`config.mk`:
```
export PLATFORM = sky130hd
export DESIGN_NAME = pulse_stretcher
export DESIGN_NICKNAME = d
export VERILOG_FILES = /design/src/rtl/pulse_stretcher.sv
export SDC_FILE = /design/constraint.sdc
export NUM_CORES = 1
export LEC_CHECK = 0
export ABC_AREA = 1
export CAP_MARGIN = 5
export CORE_UTILIZATION = 63
export DETAILED_ROUTE_END_ITERATION = 7
export GPL_TIMING_DRIVEN = 0
export PLACE_DENSITY = 0.83
export SETUP_SLACK_MARGIN = 0.2
export SLEW_MARGIN = 20
export SYNTH_ARGS = -nofsm -noshare
export SYNTH_HDL_FRONTEND = slang
export SYNTH_SLANG_ARGS = --single-unit
```
`constraint.sdc`:
```
create_clock -name clk -period 3.1 [get_ports clk]
set_input_delay 0.62 -clock clk [delete_from_list [all_inputs] [get_ports clk]]
set_output_delay 0.62 -clock clk [all_outputs]
set_load 0.02 [all_outputs]
```
`src/rtl/pulse_stretcher.sv`:
```
// Stretches single-cycle event pulses into ON windows followed by enforced GAP windows.
// Optional event queue with replay enabled by defining PULSE_STRETCH_QUEUE_EN.
module pulse_stretcher #(
  parameter int DW         = 21,
  parameter int ON_CYCLES  = 1500000,
  parameter int GAP_CYCLES = 750000,
  parameter int QW         = 3
) (
  input  logic          clk,
  input  logic          rst,
  input  logic          trig,
  output logic          out_level,
  output logic          busy,
  output logic          dropped,
  output logic [QW-1:0] pending
);

  localparam logic [1:0] ST_IDLE = 2'd0;
  localparam logic [1:0] ST_ON   = 2'd1;
  localparam logic [1:0] ST_GAP  = 2'd2;

  localparam logic [DW-1:0] ON_LAST  = DW'(ON_CYCLES - 1);
  localparam logic [DW-1:0] GAP_LAST = DW'(GAP_CYCLES - 1);
  localparam logic [DW-1:0] CNT_ONE  = DW'(1);
  localparam logic [DW-1:0] CNT_ZERO = DW'(0);

  logic [1:0]    state_r;
  logic [1:0]    state_s;
  logic [DW-1:0] cnt_r;
  logic [DW-1:0] cnt_s;
  logic          drop_s;
  logic          have_pend_s;
  logic          queue_en_s;
  logic          gap_end_s;

  assign gap_end_s = (state_r == ST_GAP) && (cnt_r == GAP_LAST);

`ifdef PULSE_STRETCH_QUEUE_EN
  localparam logic [QW-1:0] Q_ONE  = QW'(1);
  localparam logic [QW-1:0] Q_ZERO = QW'(0);
  localparam logic [QW-1:0] Q_MAX  = {QW{1'b1}};

  logic [QW-1:0] pend_r;
  logic [QW-1:0] pend_s;
  logic          deq_s;
  logic          enq_s;

  assign queue_en_s  = 1'b1;
  assign have_pend_s = (pend_r != Q_ZERO);
  assign pending     = pend_r;
  assign deq_s       = gap_end_s && have_pend_s;
  // A trig on the final GAP cycle with an empty queue restarts ON directly instead
  // of being enqueued, so the queue is never left non-empty while IDLE.
  assign enq_s       = trig && (state_r != ST_IDLE) && !(gap_end_s && !have_pend_s);

  // Pending-count update: simultaneous enqueue/dequeue nets to zero, saturation drops.
  always_comb begin
    pend_s = pend_r;
    drop_s = 1'b0;
    if (enq_s && deq_s) begin
      pend_s = pend_r;
    end else if (enq_s) begin
      if (pend_r == Q_MAX) begin
        drop_s = 1'b1;
      end else begin
        pend_s = pend_r + Q_ONE;
      end
    end else if (deq_s) begin
      pend_s = pend_r - Q_ONE;
    end else begin
      pend_s = pend_r;
    end
  end

  // Queue register.
  always_ff @(posedge clk or posedge rst) begin
    if (rst) begin
      pend_r <= Q_ZERO;
    end else begin
      pend_r <= pend_s;
    end
  end
`else
  assign queue_en_s  = 1'b0;
  assign have_pend_s = 1'b0;
  assign pending     = {QW{1'b0}};

  // Without a queue every trig arriving while busy is discarded.
  always_comb begin
    if (trig && (state_r != ST_IDLE)) begin
      drop_s = 1'b1;
    end else begin
      drop_s = 1'b0;
    end
  end
`endif

  // Window FSM next-state and counter logic.
  always_comb begin
    state_s = state_r;
    cnt_s   = cnt_r;
    case (state_r)
      ST_IDLE: begin
        cnt_s = CNT_ZERO;
        if (trig) begin
          state_s = ST_ON;
        end else begin
          state_s = ST_IDLE;
        end
      end
      ST_ON: begin
        if (cnt_r == ON_LAST) begin
          state_s = ST_GAP;
          cnt_s   = CNT_ZERO;
        end else begin
          cnt_s = cnt_r + CNT_ONE;
        end
      end
      ST_GAP: begin
        if (gap_end_s) begin
          cnt_s = CNT_ZERO;
          if (have_pend_s || (queue_en_s && trig)) begin
            state_s = ST_ON;
          end else begin
            state_s = ST_IDLE;
          end
        end else begin
          cnt_s = cnt_r + CNT_ONE;
        end
      end
      default: begin
        state_s = ST_IDLE;
        cnt_s   = CNT_ZERO;
      end
    endcase
  end

  // State, counter and registered outputs derived from the next state.
  always_ff @(posedge clk or posedge rst) begin
    if (rst) begin
      state_r   <= ST_IDLE;
      cnt_r     <= CNT_ZERO;
      out_level <= 1'b0;
      busy      <= 1'b0;
      dropped   <= 1'b0;
    end else begin
      state_r   <= state_s;
      cnt_r     <= cnt_s;
      out_level <= (state_s == ST_ON);
      busy      <= (state_s != ST_IDLE);
      dropped   <= drop_s;
    end
  end

endmodule
```
=== After elaboration in Yosys (flattened, before gate mapping) ===
Cells that the tools add are included.
W data, S select, Z words.

* Flip-flop bits (word level): 26
* Latch bits: 0
* Bits in writable memories: 0
* Memory bits (read-only): 0
* Input port bits: 3
* Output and inout bits: 6
* Word-level logic and storage cells: 24
* Memories: 0

* $add $sub $neg: 1
* Multipliers: 0
* Div/mod/pow operators: 0
* Order comparisons: 0
* Equality and inequality tests: 5
* Shifts and indexed selects: 0
* Muxes and demuxes: 8
* Bitwise gates (word level): 0
* Reduce and logical (&&, ||, !) cells: 5

{| class="wikitable"
|+ Operators with widths
! cell !! number
|-
| $mux W21 || 2
|-
| $pmux W21 S2 || 1
|-
| $add A21 B1 Y21 const B || 1
|-
| $eq A21 B20 Y1 const B || 1
|-
| $eq A21 B21 Y1 const B || 1
|-
| $pmux W2 S3 || 1
|-
| $eq A2 B1 Y1 const B || 2
|-
| $mux W2 || 2
|-
| $reduce_bool A2 Y1 || 2
|-
| $eq A2 B2 Y1 const B || 1
|-
| $logic_and A1 B1 Y1 || 2
|-
| $logic_not A2 Y1 || 1
|-
| $mux W1 || 2
|}

=== Depth between registers and ports, before layout ===
Gate-level depths: netlist of run 1.

* Word-level depth: 5
* Gate-level depth with buffers: 10
* Gate-level depth less buffers: 10

=== Worst setup path before layout of run 1 ===
Ideal clock, no wire load.

* Path kind: register to register
* Start point: register cnt_r[0]
* End point: register cnt_r[10]
* Setup time: 0.120 ns
* Arrival time: 1.298 ns
* Required time: 2.980 ns
* Slack: 1.682 ns
* Stages on the path, launching flop included: 10
* Period minus slack after synthesis: 1.418 ns
* Path through: dfrtp_1 ha_1 nand2_1 nor2_2 nand3_1 nor2_2 o21ai_2 nand2_2 buf_4 nor2_1

* Cells in the longest elaborated chain, start to end: 4
* Elaborated cells between the ends (all ways): 7
* Those cells by class: add/sub (1); eq/ne (2); mux (3); reduce/logical (1)

{| class="wikitable"
|+ RTL lines
! item !! RTL line !! source
|-
| start: declaration || 29 || <nowiki>logic [DW-1:0] cnt_r;</nowiki>
|-
| start signal: assignment || 148 || <nowiki>cnt_r <= cnt_s;</nowiki>
|-
| parallel branches: the longest is 3 deep, another holds $add A21 B1 Y21 || - ||
|-
| $pmux W21 S2 * || 102 || <nowiki>case (state_r)</nowiki>
|-
| via cnt_s[10] || 30 || <nowiki>logic [DW-1:0] cnt_s;</nowiki>
|}

Mark *: on every way through the listed nets, which the timed path passes.

=== Worst setup path in the final report of run 1 ===
* Start point: register busy
* End point: output port busy

{| class="wikitable"
|+ RTL lines
! item !! RTL line !! source
|-
| start: declaration || 13 || <nowiki>output logic busy,</nowiki>
|-
| start signal: assignment || 150 || <nowiki>busy <= (state_s != ST_IDLE);</nowiki>
|}

No word-level cell between the ends.

==> results of run 1 <==
[final cells by class]
cell class / count / area [µm²]
multi-input cells: 163 / 841
well taps: 30 / 37.5
fillers: 217 / 692
plain buffers: 5 / 41.3
clock inverters: 1 / 30.0
inverters: 30 / 113
flip-flops and latches: 26 / 651
repair buffers: 5 / 50.0
clock buffers: 3 / 22.5
[power by group]
part / switching, mW / internal (mW)
logic: 0.131 / 0.0878
registers: 0.0192 / 0.369
clock network: 0.104 / 0.131
[registers in the layout (all words and copies together), names as in the netlist]
name / count
cnt_r: 21
dropped: 1
busy: 1
state_r: 2
out_level: 1
[cell families (layout without fill, tap and decap cells)]
family | count (synthesis) | count (layout) | synth area share (%)
flops | 26 | 26 | 39.7
fa+ha+maj | 5 | 5 | 3.82
xor+xnor | 14 | 14 | 7.49
other cells | 1 | 3 | 0.229
buf+inv | 35 | 44 | 9.40
simple gates | 137 | 137 | 37.7
compound gates | 4 | 4 | 1.68
[how the worst max path moves through the flow]
stage	from	slack (ps)	cells after the start	to
3_3_place_gp	rst	1310	2	cnt_r[12]
6_report	busy	1220	1	busy
3_5_place_dp	rst	1250	2	cnt_r[12]
2_1_floorplan	cnt_r[0]	1680	9	cnt_r[10]
4_1_cts	busy	1210	1	busy
5_1_grt	dropped	1160	1	dropped
[routing by layer]
metal / up-vias / wire [µm]
li1: 695 / -
met1: 661 / 1580
met2: 43 / 1620
met3: 5 / 150
met4: 0 / 40
met5: - / 0
[metrics by stage]
stage	std cells	hold slack (ps)	setup WS, ps	power (mW)	cell area [µm²]
after floorplan	224	449	1680	0.546	1650
after global placement	259	463	1310	0.609	1730
after detailed placement	259	480	1250	0.617	1730
after CTS	263	499	1210	0.851	1790
after global routing	263	517	1160	0.894	1790
final	263	491	1220	0.842	1790
[synthesized netlist by cell type]
cell     count  area share [%]
nand2_2      2            0.76
conb_1       1            0.23
ha_1         5             3.8
nand2_1     49              11
nand3_1     17             5.2
xor2_1      11             5.9
nand3_2      2             1.2
nor3_4       1            0.99
nor2_1      51              12
a31oi_1      1            0.38
nor2_4       1            0.69
o21ai_0      1            0.31
inv_2        2            0.46
a21o_1       1            0.46
nor3_1       2            0.61
o21ai_2      1            0.53
nor3_2       3             1.8
nand4_1      5             1.9
xnor2_1      3             1.6
buf_4        4             1.8
inv_1       28             6.4
nor2_2       4             1.5
buf_6        1            0.69
dfrtp_1     26              40
[cell usage in the layout, fill, tap and decap left out, types with 2 or more instances in the layout]
| cell type | Yosys | final |
|---|---|---|
| inv_1 | 28 | 27 |
| xnor2_1 | 3 | 3 |
| clkdlybuf4s50_1 | 0 | 5 |
| nor3_2 | 3 | 3 |
| xor2_1 | 11 | 11 |
| nor2_2 | 4 | 4 |
| nand2_1 | 49 | 49 |
| inv_2 | 2 | 2 |
| conb_1 | 1 | 3 |
| nor3_1 | 2 | 2 |
| buf_4 | 4 | 4 |
| nand4_1 | 5 | 5 |
| nand3_2 | 2 | 2 |
| dfrtp_1 | 26 | 26 |
| nor2_1 | 51 | 51 |
| nand2_2 | 2 | 2 |
| clkbuf_4 | 0 | 3 |
| nand3_1 | 17 | 17 |
| ha_1 | 5 | 5 |
==> flow_summary.ini, run 1 <==
[drt]
drtIter0Drc = 39
vias = 1404
postRouteAntennaNets = 0
vias_per_cell = 5.34
dr.pass1.iters = 5
route.detailed.drc = 0
detail_route.wl_per_cell_um = 12.9
wl_mm = 3.39

[clocking]
post_cts_buffers = 0
cts_made_buffers = 3
worstSkewPairLatency_ps = 330
cts.repair.resized = 0
cts.sinks = 26
clkTransAtPathRegs_ps = 150
clockBufferDepth = 2
ctsHoldBuffers = 0
root_buffer = clkbuf_4
htree_levels = 1
cts_tree = done

[floorplanning]
num_rows = 18
fp.dieW_um = 53.0
die_area_um2 = 2810
die_h_um = 53.0
placeableCoreArea_um2 = 2480
num_io_pins = 9
start_util_pct = 66.1

[timing]
slew_headroom_pct = 36.9
grt_setup_unrepaired = false
hold_viol = 0
period_needed_ps = 1880
min_period_over_period_pct = 60.6
drv_slew = 0
final-setup-viol-count = 0
fmax_ghz = 0.532
skew_ps = 12.9
finalSetupTns_ps = 0
tightest_slew_ps = 940

[placed_design]
routabilityCongestion = 0.917
port_buffers = 5
dp_hpwl_mm = 2.62

[job]
cap_violations = 0

[global_route]
grtUsageMet1_pct = 37.8
busiest_layer = met2
overflow = 0
grt_util_met3_pct = 4.02
grt_pass1_wl_mm = 5.72
grt_pass1_vias = 1338
antenna_found_initial = 0
met2_usage_pct = 48.7
grt_start_max_net_pins = 27
grt_usage_pct = 28.8

[power]
power_density_nw_per_um2 = 472
p_leak_nw = 0.815
irDropWorstVdd_uv = 657

[synthesis]
ys_types = 24
yosysWarnings = 0
ys_seq_elements = 26
ys_seq_area_share_pct = 39.7
syn_area_um2 = 1640
synthCells = 222
avgSynthCellArea_um2 = 7.38

[setup_path]
reg2reg_depth = 9
critical_path_buf_inv_count = 1
rrSetupSlack_ps = 1360
crit_path_start_kind = flop
worstReg2RegStart = cnt_r[0]
crit_family = buffers and inverters
path_class = flop to primary output
cp_cell_sequence = clkdlybuf4s50_1
timing.rr.end = cnt_r[8]
crit_fanout = 1
critPathCaptureType = primary output
critPathMaxStageDelay_ps = 590
critical_path.slowest_cell = clkdlybuf4s50_1
required_ps = 2480
critPathArrivalTime_ps = 1260

[final_layout]
n_antenna_cell = 0
finalNetCount = 242
area_growth_pct = 9.01
fin_util_pct = 72.1
drive_gt1_share_pct = 10.7

[worst_hold_path]
min_to = cnt_r[0]
whs_path_depth = 1
worstHoldStart = cnt_r[0]
hold_class = flop to flop

[status]
outcome = complete, no violations
(Power assumes the default switching activity.)
==> run 2: changes to the inputs <==
Settings changed: CORE_UTILIZATION 63 to 59, PLACE_DENSITY 0.83 to 0.79.
Clock period 3.1 ns to 1.85 ns, I/O delays scaled along.
==> run 2 against run 1 <==
Design area increased by 1.5%; combinational power increased by 82%; worst hold slack got worse by 71 ps; core utilization decreased by 0.83 points; non-clock buffer count increased by 2; clock power increased by 23%; register-to-register slack got worse by 1100 ps; power increased by 59%; clock-buffer cell count increased by 1; sequential share of layout area decreased by 0.55 points; die area increased by 6.5%.
==> flow_summary.ini, run 2 (synthesis gave the netlist of run 1 again) <==
[power]
combPwrFrac_pct = 29.9
irDropWorstVdd_uv = 791
p_sw_share_pct = 32.5
p_leak_nw = 0.855
power_switching_mw = 0.434
seq_power_share_pct = 48.6
internal-power_mw = 0.902
p_clk_share_pct = 21.5
power_density_nw_per_um2 = 737

[final_layout]
finalNetCount = 244
top_register = cnt_r
reg_top3 = cnt_r x21, state_r x2
largest_register_ff_count = 21
n_antenna_cell = 0
drive_gt1_share_pct = 13.2
area_growth_pct = 10.7
mostFrequentLayoutCells = nand2_1 (49), nor2_1 (49), inv_1 (27)

[timing]
finalSetupTns_ps = 0
hold_viol = 0
grt_setup_unrepaired = false
skew_ps = 4.26
period_needed_ps = 1560
tightest_slew_ps = 913
final-setup-viol-count = 0
drv_slew = 0
holdWs_ps = 420
min_period_over_period_pct = 84.2
fmax_ghz = 0.642
slew_headroom_pct = 38.8

[global_route]
grt_util_met3_pct = 3.61
grt_usage_pct = 27.5
grt_pass1_vias = 1273
grt_pass1_wl_mm = 5.73
grt_start_max_net_pins = 27
grtUsageMet1_pct = 39.4
antenna_found_initial = 0
overflow = 0
met2_usage_pct = 42.8
busiest_layer = met2

[worst_hold_path]
hold_class = primary input to asynchronous set/reset pin

[drt]
detail_route.wl_per_cell_um = 13.4
postRouteAntennaNets = 0
route.detailed.drc = 0
vias = 1370
dr.pass1.iters = 4
wl_mm = 3.54
drtIter0Drc = 40
vias_per_cell = 5.17

[setup_path]
endpoint = cnt_r[15]
critPathLaunch = cnt_r[0]
rrSetupSlack_ps = 290
critPathArrivalTime_ps = 1780
path_class = flop to flop
worstReg2RegStart = cnt_r[0]
crit_fanout = 10
reg2reg_depth = 9
timing.rr.end = cnt_r[15]
crit_path_start_kind = flop
critPathCaptureType = flop
required_ps = 2080

[clocking]
clockBufferDepth = 2
cts_made_buffers = 3
worstSkewPairLatency_ps = 320
cts.sinks = 26
root_buffer = clkbuf_4
htree_levels = 1
clkTransAtPathRegs_ps = 140
cts_tree = done

[floorplanning]
start_util_pct = 64.4
fp.dieW_um = 54.7
num_rows = 18
die_h_um = 54.7
die_area_um2 = 2990
num_io_pins = 9
placeableCoreArea_um2 = 2540

[status]
outcome = complete, no violations

[job]
cap_violations = 0

[placed_design]
routabilityCongestion = 0.910
dp_hpwl_mm = 2.68
port_buffers = 5
## run 2: per-stage QoR
stage	cell area (µm²)	power, mW	cells	util [%]	setup slack, ps
floorplan	1650	0.914	224	-	432
global placement	1730	1.02	259	68.1	229
detailed placement	1730	1.04	259	68.1	193
CTS	1780	1.34	264	70.1	206
global route	1810	1.41	265	71.2	200
finish	1810	1.34	265	71.2	292
## run 2: repair_timing
action,CTS,global route
hold buffers,0,0
endpoints found under the setup margin,14,24
gates resized for setup,2,7
pin swaps,0,3
setup buffers,1,1
## run 2: worst min-delay path by stage
stage / startpoint / to / slack (ps) / cells after the start
3_3_place_gp: cnt_r[0] / cnt_r[0] / 460 / 1
6_report: rst / cnt_r[14] / 420 / 2
5_1_grt: rst / cnt_r[11] / 490 / 2
2_1_floorplan: rst / busy / 410 / 1
3_5_place_dp: cnt_r[0] / cnt_r[0] / 490 / 1
4_1_cts: cnt_r[0] / cnt_r[0] / 570 / 2
## run 2: cell type report
| type | instances | area (µm²) |
|---|---|---|
| multi-input combinational | 163 | 858 |
| fill | 212 | 732 |
| sequential | 26 | 651 |
| inverter | 30 | 113 |
| timing repair buffer | 7 | 72.6 |
| buffer | 5 | 45.0 |
| tap | 30 | 37.5 |
| clock buffer | 4 | 36.3 |
## run 2: critical path, stage by stage, from the launching register on
cell and delay (ps):
dfrtp_1 380, ha_2 210, nand2_1 80, nor2_2 140, nand3_1 130, nor2_2 140
o21ai_2 80, nand2_2 80, buf_6 150, nor2_1 70
## run 2: power groups by stage
stage / clock (mW) / sequential (mW) / combinational [mW]
2_1_floorplan: 0 / 0.696 / 0.218
3_3_place_gp: 0 / 0.662 / 0.360
3_5_place_dp: 0 / 0.665 / 0.373
4_1_cts: 0.297 / 0.650 / 0.393
5_1_grt: 0.312 / 0.656 / 0.445
6_report: 0.288 / 0.649 / 0.399
## run 2: per-layer routing
metal / vias up / wire length [µm]
met4: 0 / 53
met5: - / 0
met2: 27 / 1700
met1: 634 / 1680
met3: 7 / 113
li1: 702 / -
